[config.mk]
export PLATFORM = sky130hd
export DESIGN_NAME = reqack_tph_tx
export DESIGN_NICKNAME = d
export VERILOG_FILES = /design/src/rtl/reqack_tph_tx.sv
export SDC_FILE = /design/constraint.sdc
export NUM_CORES = 1
export LEC_CHECK = 0
export BUFFER_PORTS_ARGS = -buffer_cell sky130_fd_sc_hd__buf_2
export CAP_MARGIN = 20
export CELL_PAD_IN_SITES_DETAIL_PLACEMENT = 1
export CELL_PAD_IN_SITES_GLOBAL_PLACEMENT = 2
export CORE_UTILIZATION = 32
export DETAILED_ROUTE_END_ITERATION = 10
export GPL_TIMING_DRIVEN = 1
export PLACE_DENSITY = 0.79
export REMOVE_ABC_BUFFERS = 1
export SETUP_SLACK_MARGIN = 0.02
export SLEW_MARGIN = 10
export SYNTH_ARGS = -nofsm -noshare
export SYNTH_HDL_FRONTEND = slang
export SYNTH_SLANG_ARGS = --single-unit
export TNS_END_PERCENT = 10
[constraint.sdc]
create_clock -name clk -period 3.2 [get_ports clk]
set_input_delay 0.64 -clock clk [delete_from_list [all_inputs] [get_ports clk]]
set_output_delay 0.64 -clock clk [all_outputs]
set_load 0.01 [all_outputs]
[src/rtl/reqack_tph_tx.sv]
// Two-phase req/ack transmitter endpoint.
// Buffers local pushes in a FIFO and launches one toggle-signalled transfer per word.
module reqack_tph_tx #(
  parameter int DWIDTH          = 1,
  parameter int DEPTH           = 2,
  parameter bit INCLUDE_CDC_ACK = 1'b0
) (
  input  logic                     clk,
  input  logic                     rst_n,
  input  logic                     i_valid,
  output logic                     i_ready,
  input  logic [DWIDTH-1:0]        i_dat,
  output logic                     req,
  input  logic                     ack,
  output logic [DWIDTH-1:0]        o_dat,
  output logic [$clog2(DEPTH):0]   o_level,
  output logic                     o_busy,
  output logic                     o_err
);

  localparam int AW = $clog2(DEPTH);
  localparam int PW = AW + 1;

  typedef enum logic [1:0] {
    IDLE = 2'd0,
    BUSY = 2'd1,
    ERR  = 2'd2
  } state_t;

  state_t state, state_n;

  logic ack_i;

  generate
    if (INCLUDE_CDC_ACK) begin : g_cdc
      logic [1:0] sync;
      always_ff @(posedge clk) begin
        if (!rst_n) sync <= 2'b00;
        else        sync <= {ack, sync[1]};
      end
      assign ack_i = sync[0];
    end else begin : g_nocdc
      assign ack_i = ack;
    end
  endgenerate

  logic [DWIDTH-1:0] mem [DEPTH];
  logic [PW-1:0]     wr_ptr;
  logic [PW-1:0]     rd_ptr;
  logic              full;
  logic              empty;
  logic              wr_en;
  logic              launch;
  logic              err_set;

  assign full    = (wr_ptr == {~rd_ptr[AW], rd_ptr[AW-1:0]});
  assign empty   = (wr_ptr == rd_ptr);
  assign i_ready = rst_n & ~full;
  assign wr_en   = i_valid & i_ready;
  assign o_level = wr_ptr - rd_ptr;
  assign o_busy  = (state == BUSY);

  always_ff @(posedge clk) begin
    if (wr_en) mem[wr_ptr[AW-1:0]] <= i_dat;
  end

  always_ff @(posedge clk) begin
    if (!rst_n) begin
      wr_ptr <= '0;
      rd_ptr <= '0;
    end else begin
      if (wr_en)  wr_ptr <= wr_ptr + 1'b1;
      if (launch) rd_ptr <= rd_ptr + 1'b1;
    end
  end

  // Far-end ack mismatch while idle is checked before any launch.
  always_comb begin
    state_n = state;
    launch  = 1'b0;
    err_set = 1'b0;
    unique case (state)
      IDLE: begin
        if (ack_i != req) begin
          state_n = ERR;
          err_set = 1'b1;
        end else if (!empty) begin
          launch  = 1'b1;
          state_n = BUSY;
        end
      end
      BUSY: begin
        if (ack_i == req) begin
          if (!empty) launch = 1'b1;
          else        state_n = IDLE;
        end
      end
      ERR: state_n = ERR;
      default: state_n = IDLE;
    endcase
  end

  always_ff @(posedge clk) begin
    if (!rst_n) begin
      state <= IDLE;
      req   <= 1'b0;
      o_dat <= '0;
      o_err <= 1'b0;
    end else begin
      state <= state_n;
      if (launch) begin
        req   <= ~req;
        o_dat <= mem[rd_ptr[AW-1:0]];
      end
      if (err_set) o_err <= 1'b1;
    end
  end

endmodule

**Yosys cells after proc, flatten, opt, wreduce, memory -nomap -nowiden**

Memory sizes are Yosys's and may differ from the RTL's. A register that Yosys moved wholly into a read port is not among the register bits.
Index checks and enable logic that the tools add are counted.

- Reduce and logical (&&, ||, !) cells: 3
- Bitwise operators: 5
- Eq/ne operators: 9
- $add $sub $neg: 3
- Muxes and demuxes: 13

Operators with widths:

| operator | count |
|---|---|
| 2-bit 2-to-1 mux | 4 |
| 1-bit 2-to-1 mux | 7 |
| 2-bit one-hot mux with 3 select lines | 1 |
| 2-bit by 1-bit adder with 2-bit output, second input constant | 2 |
| 2-bit equality test | 2 |
| 2-bit by 1-bit != test with 1-bit output, second input constant | 2 |
| 3-bit != test, second input constant | 1 |
| 1-bit NOT | 3 |
| 3-bit AND reduction | 1 |
| 1-bit bitwise AND | 2 |
| 2-bit by 1-bit equality test with 1-bit output, second input constant | 1 |
| 2-bit equality test, second input constant | 1 |
| 2-bit zero test | 1 |
| 1-bit one-hot mux with 2 select lines | 1 |
| 2-bit subtractor | 1 |
| 1-bit equality test | 1 |
| 1-bit zero test | 1 |
| 1-bit != test | 1 |

- Memories: 1
- Output and inout bits: 7
- Register bits: 8
- Bits in writable memories: 2

Memories:

| name | depth | bits a word | read ports | clocked after memory_dff | write ports | RTL line | text |
|---|---|---|---|---|---|---|---|
| mem | 2 | 1 | 1 | 1 | 1 | 47 | `logic [DWIDTH-1:0] mem [DEPTH];` |

**Logic depth before layout (Yosys ltp)**

- Depth after elaboration: 7
- Gate-level depth with buffers: 5
- Depth with buffers taken out: 5

**Worst setup path after synthesis**

No wires, ideal clock.

- Kind: register to output
- From: reg wr_ptr[0]
- To: out i_ready
- Buffers on the path: 0
- Arrival time: 1.131 ns
- Stages on the path, launching flop included: 6
- Setup slack: 1.429 ns
- Cells stage by stage: dfxtp_1 > inv_1 > ha_1 > inv_1 > o21ai_0 > inv_1

- Cells in the longest elaborated chain, start to end: 3

RTL lines:

| element | RTL line | text |
|---|---|---|
| from (decl) | 48 | `logic [PW-1:0] wr_ptr;` |
| from (signal assigned) | 72 | `if (wr_en) wr_ptr <= wr_ptr + 1'b1;` |
| 2-bit equality test | 56 | `assign full = (wr_ptr == {~rd_ptr[AW], rd_ptr[AW-1:0]});` |
| 1-bit NOT | 58 | `assign i_ready = rst_n & ~full;` |
| 1-bit bitwise AND | 58 |  |
| to (decl) | 11 | `output logic i_ready,` |

Every way passes these cells.

**Worst setup path after layout**

Same ends and word-level chain as after synthesis.

==> metrics.txt <==
# TYPE chip_impl_metric gauge
chip_impl_info{name="status",value="finished, final reports clean"} 1
chip_impl_metric{name="clkSlewWorstSetupHoldPaths",unit="ns"} 0.07
chip_impl_metric{name="post-place-ws",unit="ns"} 1.25
chip_impl_info{name="cells_along_the_critical_path",value="inv_1 -> ha_1 -> inv_1 -> o21ai_0 -> inv_1 -> buf_2"} 1
chip_impl_metric{name="port_buffers",unit=""} 11
chip_impl_info{name="tritoncts",value="yes"} 1
chip_impl_metric{name="cts_post_setup_buffers_inserted",unit=""} 0
chip_impl_metric{name="max_freq",unit="MHz"} 450
chip_impl_metric{name="drv.max_cap_violation_count",unit=""} 0
chip_impl_metric{name="finalHoldViolCount",unit=""} 0
chip_impl_info{name="cpMaxStageDelayCell",value="sky130_fd_sc_hd__ha_1"} 1
chip_impl_metric{name="grt_usage",unit="%"} 12.4
chip_impl_metric{name="cp.required",unit="ns"} 2.56
chip_impl_metric{name="final_layout_net_count",unit=""} 76
chip_impl_metric{name="netlist_area",unit="µm²"} 532
chip_impl_metric{name="yosysUniqueCellTypes",unit=""} 23
chip_impl_metric{name="die_extent_in_x",unit="µm"} 42.8
chip_impl_metric{name="dpl.hpwl",unit="µm"} 743
chip_impl_metric{name="fp.dieH",unit="µm"} 42.8
chip_impl_metric{name="largest_voltage_drop_on_the_vdd_net",unit="mV"} 0.301
chip_impl_metric{name="placeableCoreArea",unit="µm²"} 1520
chip_impl_metric{name="numCtsBuffers",unit=""} 3
chip_impl_metric{name="post-route-worst-setup-slack",unit="ns"} 0.977
chip_impl_info{name="grt_setup_unrepaired",value="no"} 1
chip_impl_metric{name="grt_first_pass_wirelength",unit="µm"} 1660
chip_impl_metric{name="timing.final.crit_period",unit="ns"} 2.22
chip_impl_metric{name="ys_seq_area_share",unit="%"} 45.2
chip_impl_metric{name="critPathMaxFanout",unit=""} 4
chip_impl_metric{name="crit_path_max_incr_delay",unit="ns"} 0.37
chip_impl_metric{name="grt_pass1_vias",unit=""} 403
chip_impl_info{name="path_class_of_the_lowest_slack_min_delay_path",value="reg -> reg"} 1
chip_impl_metric{name="drt.antenna.violating_nets",unit=""} 0
chip_impl_metric{name="detail_route.first_pass.iterations",unit=""} 5
chip_impl_metric{name="fin_setup_tns",unit="ns"} 0
chip_impl_metric{name="postCtsHoldBufs",unit=""} 0
chip_impl_info{name="crit_path_start_kind",value="flip-flop"} 1
chip_impl_metric{name="effective_utilization_at_floorplan",unit="%"} 34.9
chip_impl_metric{name="postSynthRegisterBits",unit=""} 11
chip_impl_metric{name="drt_wl_total",unit="µm"} 957
chip_impl_metric{name="finalCritPeriodShare",unit="%"} 69.5
chip_impl_metric{name="die_area",unit="µm²"} 1830
chip_impl_info{name="endpoint_kind",value="output port"} 1
chip_impl_metric{name="arrival",unit="ns"} 1.58
chip_impl_metric{name="stdcell_area",unit="µm²"} 629
chip_impl_metric{name="grt_max_degree",unit=""} 16
chip_impl_metric{name="netlist_instances",unit=""} 55
chip_impl_metric{name="cts_sinks",unit=""} 11
chip_impl_metric{name="hold-path-cell-count",unit=""} 1
chip_impl_metric{name="htreeDepth",unit=""} 1
chip_impl_metric{name="layout-drive-gt1-share",unit="%"} 26.1
chip_impl_metric{name="skew",unit="ns"} 0.00337
chip_impl_metric{name="floorplan.io_pins",unit=""} 12
chip_impl_metric{name="detail_route.drc_violations",unit=""} 0
chip_impl_metric{name="areaGrowthSynthToFinish",unit="%"} 18.4
chip_impl_metric{name="cts_max_path_buffers",unit=""} 2
chip_impl_metric{name="finalCoreUtilization",unit="%"} 41.3
chip_impl_metric{name="globalplace.congestion",unit=""} 0.641
chip_impl_info{name="path_delay_family",value="buffers and inverters"} 1
chip_impl_metric{name="worst-slew-pin-transition",unit="ns"} 0.438
chip_impl_metric{name="number_of_antenna_violations_at_the_first_check_in_global_routing",unit=""} 0
chip_impl_metric{name="timing.critical_path.depth",unit=""} 6
chip_impl_metric{name="first_iter_violations",unit=""} 3
chip_impl_metric{name="worst_skew_pair.late_latency",unit="ns"} 0.26
chip_impl_metric{name="setup_viol",unit=""} 0
chip_impl_metric{name="drt-wirelength-per-cell",unit="µm"} 11.3
chip_impl_metric{name="final-max-slew-violation-count",unit=""} 0
chip_impl_info{name="worst-setup-path-type",value="reg -> out"} 1
chip_impl_metric{name="placedInstanceArea",unit="µm²"} 603
chip_impl_metric{name="timing.reg2reg.worst_path_depth",unit=""} 5
chip_impl_metric{name="antennaDiodeCount",unit=""} 0
chip_impl_info{name="critical-path-top-cell-by-count",value="sky130_fd_sc_hd__inv_1"} 1
chip_impl_info{name="clock_tree.root_cell",value="sky130_fd_sc_hd__clkbuf_4"} 1
chip_impl_metric{name="vias",unit=""} 410
chip_impl_metric{name="floorplan.rows",unit=""} 14
chip_impl_metric{name="power.density",unit="nW/µm²"} 826
chip_impl_metric{name="grt-ovfl-total",unit=""} 0
chip_impl_metric{name="post_synth.cell_area_avg",unit="µm²"} 9.67
chip_impl_metric{name="cts_resized",unit=""} 0
chip_impl_metric{name="viasPerCell",unit=""} 4.82
chip_impl_metric{name="leakage",unit="nW"} 0.278
chip_impl_metric{name="power",unit="mW"} 0.520
chip_impl_metric{name="ys_warn_count",unit=""} 0
chip_impl_metric{name="crit_buf_inv",unit=""} 4
chip_impl_metric{name="slew-limit-headroom",unit="%"} 70.7
## power breakdown
part	internal [mW]	switching, mW	total [mW]
Clock	0.0482	0.0435	0.0917
Sequential	0.179	0.0340	0.213
Combinational	0.0973	0.118	0.215
Total	0.324	0.195	0.520
## area by class of cell
class,instances,area (µm²)
clock buffers,4,26.3
fillers,186,895
inverters,4,15.0
multi-input cells,39,273
flip-flops and latches,11,240
well taps,16,20.0
repair buffers,11,55.1
## final timing paths
kind         slack (ns)                     to                   start
max                0.98                i_ready  wr_ptr[0]$_SDFFE_PN0N_
min                0.46  state[1]$_SDFFE_PN0P_   state[0]$_SDFFE_PN0P_
max reg2reg        1.65       mem[0]$_DFFE_PP_  wr_ptr[0]$_SDFFE_PN0N_
min reg2reg        0.46  state[1]$_SDFFE_PN0P_   state[0]$_SDFFE_PN0P_
## Yosys cell counts
library cell,number,area [µm²]
sky130_fd_sc_hd__dfxtp_1,9,180
sky130_fd_sc_hd__nand2_1,9,33.8
sky130_fd_sc_hd__mux2i_1,6,60.1
sky130_fd_sc_hd__nor2_1,5,18.8
sky130_fd_sc_hd__inv_1,4,15.0
sky130_fd_sc_hd__edfxtp_1,2,60.1
sky130_fd_sc_hd__nand2b_1,2,12.5
sky130_fd_sc_hd__nor2b_1,2,12.5
sky130_fd_sc_hd__o21ai_0,2,10.0
sky130_fd_sc_hd__a2111oi_2,1,15.0
sky130_fd_sc_hd__a211oi_2,1,12.5
sky130_fd_sc_hd__a21boi_1,1,7.51
sky130_fd_sc_hd__a21oi_1,1,5.00
sky130_fd_sc_hd__and2_1,1,6.26
sky130_fd_sc_hd__clkbuf_1,1,3.75
sky130_fd_sc_hd__ha_1,1,12.5
sky130_fd_sc_hd__mux2_2,1,11.3
sky130_fd_sc_hd__nor3b_1,1,7.51
sky130_fd_sc_hd__o21a_1,1,7.51
sky130_fd_sc_hd__or3_1,1,6.26
sky130_fd_sc_hd__xnor2_1,1,8.76
sky130_fd_sc_hd__xnor2_2,1,16.3
sky130_fd_sc_hd__xor2_1,1,8.76
## per-stage QoR
stage,instances,hold WS [ns]
after floorplan,54,0.413
after global placement,81,0.445
after CTS,85,0.457
after global routing,85,0.479
after detailed placement,81,0.436
final,85,0.459
## cell families (layout without fill, tap and decap cells)
| logic type | Yosys count | in the layout | synth area share (%) |
|---|---|---|---|
| multiplexers | 7 | 7 | 13.4 |
| flip-flops | 11 | 11 | 45.2 |
| adder cells (fa/ha/maj) | 1 | 1 | 2.35 |
| buffers and inverters | 5 | 19 | 3.53 |
| AND/OR/NAND/NOR | 21 | 21 | 18.4 |
| AO/OA/AOI/OAI | 7 | 7 | 10.8 |
| XOR/XNOR | 3 | 3 | 6.35 |
## state kept, by name, indices dropped and copies added (netlist names)
name / count
state: 2
wr_ptr: 2
o_dat: 1
req: 1
mem: 2
o_err: 1
rd_ptr: 2
## cells in the final DEF, fill, tap and decap left out, drive strengths merged
master and count:
nand2 9, a21boi 1, nand2b 2, nor2 5
mux2 1, or3 1, o21a 1, nor3b 1
edfxtp 2, a211oi 1, mux2i 6, dfxtp 9
xor2 1, clkbuf 4, inv 4, nor2b 2
buf 11, a21oi 1, xnor2 2, and2 1
a2111oi 1, o21ai 2, ha 1
## metal layers
| layer | share of wire, % | wire [µm] | track usage [%] | vias to the layer above |
|---|---|---|---|---|
| met2 | 46 | 445 | 19.1 | 8 |
| met3 | 4.2 | 40 | 6.81 | 0 |
| met4 | 0 | 0 | 3.75 | 0 |
| li1 | - | - | - | 213 |
| met1 | 49 | 471 | 14.7 | 189 |
| met5 | 0 | 0 | 0 | - |
No activity file was read; power rests on OpenSTA's default activity.
